## config.mk

```make
export PLATFORM = sky130hd
export DESIGN_NAME = spi_read_ctrl
export DESIGN_NICKNAME = d
export VERILOG_FILES = /design/src/rtl/spi_read_ctrl_pkg.sv /design/src/rtl/spi_read_ctrl_timer.sv /design/src/rtl/spi_read_ctrl.sv
export SDC_FILE = /design/constraint.sdc
export NUM_CORES = 1
export LEC_CHECK = 0
export BUFFER_PORTS_ARGS = -buffer_cell sky130_fd_sc_hd__buf_2
export CAP_MARGIN = 20
export CELL_PAD_IN_SITES_DETAIL_PLACEMENT = 1
export CELL_PAD_IN_SITES_GLOBAL_PLACEMENT = 2
export CORE_ASPECT_RATIO = 0.5
export CORE_MARGIN = 4
export CORE_UTILIZATION = 34
export CTS_CLUSTER_DIAMETER = 200
export DETAILED_ROUTE_END_ITERATION = 12
export GPL_TIMING_DRIVEN = 0
export PLACE_DENSITY = 0.71
export SYNTH_ARGS = -nofsm -noshare
export SYNTH_HDL_FRONTEND = slang
export SYNTH_HIERARCHICAL = 1
export SYNTH_SLANG_ARGS = --single-unit
```

## constraint.sdc

```tcl
create_clock -name clk_i -period 1.9 [get_ports clk_i]
set_clock_uncertainty 0.15 [all_clocks]
set_input_delay 0.38 -clock clk_i [delete_from_list [all_inputs] [get_ports clk_i]]
set_output_delay 0.38 -clock clk_i [all_outputs]
set_load 0.02 [all_outputs]
```

## src/rtl/spi_read_ctrl_pkg.sv

```systemverilog
// Shared SPI read-path definitions: pulse-counter opcodes and controller state encoding.
package spi_read_ctrl_pkg;

   localparam logic [1:0] OPC_CLR  = 2'b00;
   localparam logic [1:0] OPC_HOLD = 2'b01;
   localparam logic [1:0] OPC_INC  = 2'b10;

   typedef enum logic [2:0] {
      ST_IDLE,
      ST_SETUP,
      ST_HIGH,
      ST_LOW,
      ST_HOLD,
      ST_DONE
   } state_e;

endpackage

```

## src/rtl/spi_read_ctrl_timer.sv

```systemverilog
// Half-period timer: counts 0..HalfPeriod-1, flags the last cycle of a phase, clears on request.
module half_period_timer #(
   parameter int HalfPeriod = 4,
   parameter int DivW       = $clog2(HalfPeriod)
) (
   input  logic clk_i,
   input  logic rst_i,
   input  logic clr_i,
   output logic end_o
);

   logic [DivW-1:0] div_q, div_d;

   assign end_o = (div_q == DivW'(HalfPeriod - 1));

   always_comb begin
      div_d = div_q + 1'b1;
      if (clr_i || end_o) div_d = '0;
   end

   always_ff @(posedge clk_i or posedge rst_i) begin
      if (rst_i) div_q <= '0;
      else       div_q <= div_d;
   end

endmodule

```

## src/rtl/spi_read_ctrl.sv

```systemverilog
// SPI mode-0 read controller: drives cs/dclk, shifts MISO MSB-first, and ends the
// read when the external dclk pulse counter reports Width (or more) increments.
module spi_read_ctrl
   import spi_read_ctrl_pkg::*;
#(
   parameter int Width      = 16,
   parameter int CntWidth   = 6,
   parameter int HalfPeriod = 4
) (
   input  logic                clk_i,
   input  logic                rst_i,
   input  logic                start_i,
   input  logic                miso_i,
   input  logic [CntWidth-1:0] cnt_i,
   output logic [1:0]          opc_o,
   output logic                cs_o,
   output logic                dclk_o,
   output logic [Width-1:0]    data_o,
   output logic                done_o,
   output logic                busy_o
);

   state_e           state_q, state_d;
   logic [Width-1:0] sr_q, data_q;
   logic             cs_q, dclk_q, done_q, busy_q;
   logic             ph_end;

   half_period_timer #(.HalfPeriod(HalfPeriod)) u_timer (
      .clk_i (clk_i),
      .rst_i (rst_i),
      .clr_i (state_d != state_q),
      .end_o (ph_end)
   );

   // opc_o is a pure decode of state and timer so the counter sees one INC per HIGH phase
   always_comb begin
      state_d = state_q;
      opc_o   = OPC_HOLD;
      unique case (state_q)
         ST_IDLE: begin
            opc_o = OPC_CLR;
            if (start_i) state_d = ST_SETUP;
         end
         ST_SETUP: if (ph_end) state_d = ST_HIGH;
         ST_HIGH: if (ph_end) begin
            opc_o   = OPC_INC;
            state_d = ST_LOW;
         end
         // a count beyond Width is a counter fault; finish the read rather than hang
         ST_LOW: if (ph_end) state_d = (cnt_i >= CntWidth'(Width)) ? ST_HOLD : ST_HIGH;
         ST_HOLD: if (ph_end) state_d = ST_DONE;
         ST_DONE: begin
            opc_o   = OPC_CLR;
            state_d = ST_IDLE;
         end
         default: state_d = ST_IDLE;
      endcase
   end

   always_ff @(posedge clk_i or posedge rst_i) begin
      if (rst_i) begin
         state_q <= ST_IDLE;
         cs_q    <= 1'b1;
         dclk_q  <= 1'b0;
         done_q  <= 1'b0;
         busy_q  <= 1'b0;
      end else begin
         state_q <= state_d;
         cs_q    <= (state_d == ST_IDLE) || (state_d == ST_DONE);
         dclk_q  <= (state_d == ST_HIGH);
         done_q  <= (state_d == ST_DONE);
         busy_q  <= (state_d != ST_IDLE);
      end
   end

   always_ff @(posedge clk_i or posedge rst_i) begin
      if (rst_i) begin
         sr_q   <= '0;
         data_q <= '0;
      end else begin
         if (state_d == ST_HIGH && state_q != ST_HIGH) sr_q <= {sr_q[Width-2:0], miso_i};
         if (state_d == ST_DONE) data_q <= sr_q;
      end
   end

   assign cs_o   = cs_q;
   assign dclk_o = dclk_q;
   assign done_o = done_q;
   assign busy_o = busy_q;
   assign data_o = data_q;

endmodule

```

==> results of run 1 <==
logic make-up (layout without fill, tap and decap cells):
family / count (synthesis) / after routing / synth area share (%)
flip-flops: 41 / 41 / 59.49
multiplexers: 32 / 32 / 22.83
AND/OR/NAND/NOR: 18 / 18 / 8.625
AO/OA/AOI/OAI: 9 / 9 / 3.623
buffers and inverters: 9 / 53 / 4.202
adder cells (fa/ha/maj): 1 / 1 / 0.7245
XOR/XNOR: 1 / 1 / 0.5073
per-layer routing:
metal / vias up / GRT usage [%] / part of all wire [%]
met5: - / 0 / 0
met1: 511 / 16.16 / 48
met3: 8 / 2.629 / 3.3
li1: 469 / - / -
met4: 0 / 5.935 / 2.3
met2: 18 / 17.21 / 46
layout by cell type (no fill, tap or decap), types with 3 or more instances in the layout:
cell type   n
dfrtp_1    40
buf_2      25
mux2_2     22
buf_4      10
mux2_4      9
clkbuf_8    6
a21oi_1     4
buf_6       3
flip-flops by register name (all words and copies together), names as in the netlist:
| register | flops |
|---|---|
| busy_o | 1 |
| cs_o | 1 |
| data_o | 16 |
| dclk_o | 1 |
| done_o | 1 |
| sr_q | 16 |
| state_q | 3 |
| u_timer/div_q | 2 |
metrics by stage:
| step | setup TNS (ns) | cells | hold slack [ns] | instance area (µm²) | setup WS, ns |
|---|---|---|---|---|---|
| after global routing | -0.08280 | 221 | 0.1548 | 2191 | -0.08280 |
| after CTS | 0 | 219 | 0.1353 | 2142 | 0.01437 |
| after detailed placement | -2.189 | 204 | 0.1052 | 1944 | -0.2073 |
| after floorplan | 0 | 111 | -0.02882 | 1727 | 0.06252 |
| final | 0 | 221 | 0.1469 | 2191 | 0.01525 |
| after global placement | -6.428 | 204 | 0.09013 | 1944 | -0.1840 |
power by group:
| group | total [mW] | switching (mW) | internal, mW |
|---|---|---|---|
| Combinational | 0.765 | 0.375 | 0.390 |
| Sequential | 1.10 | 0.0796 | 1.02 |
| Clock | 0.733 | 0.305 | 0.427 |
| Total | 2.59 | 0.760 | 1.83 |
cell type report:
cell class                 count  area, µm²
buffer                         5      61.31
timing repair buffer          36      217.7
tap                           66      82.58
inverter                       4      15.01
sequential                    41       1027
clock inverter                 2      37.54
multi-input combinational     61      666.9
clock buffer                   6      82.58
fill                         482       2446
worst min-delay path by stage:
| stage | startpoint | slack, ns | to |
|---|---|---|---|
| floorplan | rst_i | -0.03 | u_timer/div_q[0] |
| global placement | rst_i | 0.09 | u_timer/div_q[0] |
| detailed placement | rst_i | 0.11 | u_timer/div_q[0] |
| global route | miso_i | 0.15 | sr_q[0] |
| finish | miso_i | 0.15 | sr_q[0] |
| CTS | miso_i | 0.14 | sr_q[0] |
worst max-delay path: stages (launching register included):
cell      delay, ns
dfrtp_1        0.42
ha_4           0.20
inv_2          0.06
a211oi_2       0.05
a31oi_1        0.16
buf_4          0.17
repair_timing:
action / in CTS / in global routing
setup endpoints to repair: 18 / 14
pin swaps: 2 / 2
gates resized for setup: 6 / 8
hold buffers: 1 / 0
buffers inserted: 6 / 2
hold endpoints to repair: 2 / 0
==> reports/metrics.csv, run 1 <==
stage,metric,value,unit
route,firstDrtPassIters,3,
min_path,hp-class,input port to flop,
worst_setup_path,critPathLaunchType,flop,
route,detail-route-antenna-nets,0,
yosys,ys.flop_type,dfrtp_1,
timing,setup_viol,0,
floorplan,rows,17,
yosys,syn_avg_cell_area,15.56,µm²
finish,fin_nets,165,
place,gp_congestion,0.6325,
route,drt-initial-drc-count,36,
yosys,synth_area_leader_cell,dfrtp_1,
grt,antenna_found_initial,0,
place,portBuffers,27,
pwr,p_leak,1.113,nW
job,drv_cap,0,
yosys,yosysSeqAreaShare,59.49,%
floorplan,design.die.area,0.006352,mm²
yosys,synth.area.top_cells,"dfrtp_1 58%, mux2_2 14%, mux2_4 7.8%",
timing,clock.fmax,530.6,MHz
worst_setup_path,critPathLaunch,u_timer/div_q[0],
route,drt-wirelength-per-cell,14.36,µm
cts,h-tree-depth,2,
timing,slew_headroom,45.43,%
yosys,ys_ff_latch,41,
finish,insertedDiodeCount,0,
worst_setup_path,regToRegEndpoint,sr_q[9],
worst_setup_path,critPathCaptureType,output pin,
yosys,synth-edff-count,0,
pwr,power,2.594,mW
floorplan,die_height,58.39,µm
place,dpl.hpwl,2.048,mm
worst_setup_path,r2r_cells,6,
worst_setup_path,r2r_slack,0.11,ns
min_path,hold_depth,2,
timing,worstMarginPinSlew,0.8173,ns
yosys,syn_nets,122,
worst_setup_path,rr_startpoint,u_timer/div_q[0],
yosys,synth-async-reset-ratio,100.0,%
yosys,synth_common_cells,"40 x dfrtp_1, 22 x mux2_2, 9 x mux2_4",
yosys,ys_warn_count,6,
yosys,netlist_area,0.001727,mm²
cts,clockBufferDepth,2,
grt,grt_pass1_wl,5.582,mm
floorplan,core_area,0.004637,mm²
yosys,synth.top_cell.area_share,57.97,%
yosys,netlist-cell-type-count,32,
route,vias,1006,
worst_setup_path,crit_end,opc_o[0],
route,viasPerCell,4.552,
route,routed_wl,3.174,mm
worst_setup_path,critical_path_required,1.37,ns
worst_setup_path,worstSetupPathType,flop to output pin,
yosys,syn-instance-count,111,
cts,cts_made_buffers,5,
finish,area_delta_synth_final,26.88,%
grt,grt_max_degree,40,
timing,fin_crit_sh,99.20,%
finish,layout-drive-gt1-share,61.94,%
worst_setup_path,crit_arrival,1.35,ns
grt,globalRoute.totalOverflow,0,
pwr,irDropWorstVdd,0.3864,mV
floorplan,pin_count,32,
timing,fin_crit,1.885,ns
floorplan,die_x,108.8,µm
grt,grt_usage,11.65,%
pwr,powerDensity,1184,mW/mm²
cts,clk_latency,0.29,ns
cts,cts_sinks,41,
grt,grt_pass1_vias,1067,
timing,drv_slew,0,
cts,cts_tree,yes,
run_status,status,completed,
cts,clock-root-buffer,clkbuf_8,
worst_setup_path,cp_max_fo,5,
floorplan,initial_utilization,37.24,%
timing,grt_setup_unrepaired,true,
timing,hold_viol_final,0,
cts,clkSlewWorstSetupHoldPaths,0.08,ns
yosys,synth.most_common_cell,dfrtp_1,
finish,utilization,47.25,%
route,route.detailed.drc,0,
(Power assumes the default switching activity.)
==> run 2, diff against run 1 <==
- CELL_PAD_IN_SITES_GLOBAL_PLACEMENT: 2 -> 1
- CORE_UTILIZATION: 34 -> 40
- PLACE_DENSITY: 0.71 -> 0.72
==> reports/metrics.csv, run 2 (synthesized netlist as in run 1, its figures left out) <==
stage,metric,value,unit
run_status,status,completed,
timing,worstMarginPinSlew,0.8019,ns
floorplan,die_height,54.46,µm
timing,hold_slack,0.1551,ns
place,portBuffers,27,
timing,fin_crit_sh,97.94,%
worst_setup_path,critPathMaxStageDelay,0.42,ns
worst_setup_path,worstSetupPathType,flop to output pin,
place,gp_congestion,0.6878,
timing,hold_viol_final,0,
finish,fin_nets,164,
cts,clk_latency,0.29,ns
cts,clock-root-buffer,clkbuf_8,
grt,grt_usage,13.30,%
min_path,hold_depth,2,
route,viasPerCell,4.952,
route,detail-route-antenna-nets,0,
place,placed_cell_area,0.001929,mm²
min_path,hp-class,input port to flop,
worst_setup_path,crit_chain,ha_4 > buf_4 > nand2b_4 > nor2_4 > buf_6,
place,dpl.hpwl,2.139,mm
worst_setup_path,cp_max_fo,5,
cts,clockBufferDepth,2,
floorplan,core_area,0.004024,mm²
route,route.detailed.drc,0,
timing,clock.fmax,537.4,MHz
floorplan,die_x,100.9,µm
worst_setup_path,cp_slowest_cell,dfrtp_1,
cts,cts_tree,yes,
floorplan,rows,16,
pwr,power,2.422,mW
place,pre_cts_slack,-0.2176,ns
grt,grt_max_degree,40,
finish,final_common_cell,dfrtp_1,
worst_setup_path,critPathCaptureType,output pin,
pwr,powerDensity,1144,mW/mm²
pwr,p_leak,1.091,nW
cts,clkSlewWorstSetupHoldPaths,0.07,ns
pwr,irDropWorstVdd,0.4041,mV
grt,antenna_found_initial,0,
cts,h-tree-depth,2,
grt,globalRoute.totalOverflow,0,
timing,fin_crit,1.861,ns
route,firstDrtPassIters,4,
worst_setup_path,r2r_cells,5,
timing,grt_setup_unrepaired,true,
route,routed_wl,3.268,mm
route,drt-wirelength-per-cell,15.79,µm
finish,fin_area,0.002117,mm²
route,vias,1025,
timing,drv_slew,0,
job,drv_cap,0,
floorplan,design.die.area,0.005496,mm²
cts,cts_sinks,41,
route,drt-initial-drc-count,36,
floorplan,initial_utilization,42.91,%
finish,layout-drive-gt1-share,59.48,%
cts,cts_made_buffers,5,
timing,fin_ws,0.03915,ns
worst_setup_path,crit_arrival,1.33,ns
floorplan,pin_count,32,
timing,slew_headroom,46.46,%
grt,grt_pass1_wl,5.423,mm
worst_setup_path,critical_path_required,1.37,ns
finish,insertedDiodeCount,0,
worst_setup_path,critPathLaunchType,flop,
finish,area_delta_synth_final,22.61,%
finish,final_cell_mix,"40 x dfrtp_1, 25 x buf_2, 22 x mux2_2",
timing,setup_viol,0,
grt,grt_pass1_vias,1120,
## run 2: cell count changes in the layout (fill, tap and decap cells not counted)
| cell | change |
|---|---|
| buf_8 | -1 |
| bufinv_16 | -1 |
| clkbuf_1 | +1 |
| clkinvlp_4 | -1 |
| nand2_1 | +1 |
| nand2_2 | -1 |
| nand2b_1 | +1 |
| nand2b_4 | -1 |
## run 2: power breakdown
part | total (mW) | switching [mW] | internal, mW
Clock | 0.571 | 0.283 | 0.288
Combinational | 0.752 | 0.379 | 0.373
Sequential | 1.10 | 0.0816 | 1.02
## run 2: area by class of cell
| class | instances | area (µm²) |
|---|---|---|
| multi-input cells | 61 | 656.9 |
| fillers | 416 | 1907 |
| well taps | 54 | 67.56 |
| plain buffers | 5 | 57.56 |
| clock buffers | 7 | 86.33 |
| flip-flops and latches | 41 | 1027 |
| repair buffers | 35 | 206.4 |
| inverters | 4 | 15.01 |
## run 2: worst paths after layout
path / from / to / slack, ns
hold reg to reg: data_o[15] / data_o[15] / 0.36
setup reg to reg: u_timer/div_q[0] / sr_q[6] / 0.13
min in group asynchronous: rst_i / u_timer/div_q[0] / 0.34
hold / removal: miso_i / sr_q[0] / 0.16
setup / recovery: u_timer/div_q[0] / opc_o[1] / 0.04
max in group asynchronous: rst_i / data_o[7] / 0.44
## run 2: worst max-delay path: cells and delay by family (launching register included)
| kind | cells | cell delay, ns |
|---|---|---|
| simple gates | 2 | 0.16 |
| buf+inv | 2 | 0.26 |
| fa+ha+maj | 1 | 0.19 |
| flops | 1 | 0.42 |
## run 2: per-stage QoR
step | setup TNS, ns | std cells | util, %
after floorplan | 0 | 111 | -
after global placement | -3.304 | 192 | 47.95
after detailed placement | -2.217 | 192 | 47.95
after CTS | 0 | 204 | 51.65
after global routing | -0.02878 | 207 | 52.61
final | 0 | 207 | 52.61
## run 2: repair_timing
item                                    in CTS  in global routing
hold buffers                                 1                  0
setup buffers                                4                  3
hold endpoints to repair                     2                  0
resized for setup                            5                  5
endpoints found under the setup margin      18                  2
pin swaps                                    2                  1
## run 2: per-layer routing
| metal | share of wire, % | global-route usage (%) | vias to the layer above |
|---|---|---|---|
| met5 | 0 | 0 | - |
| met4 | 1.5 | 3.974 | 0 |
| met3 | 4.2 | 5.216 | 6 |
| met2 | 49 | 22.88 | 18 |
| met1 | 45 | 15.85 | 530 |
| li1 | - | - | 471 |
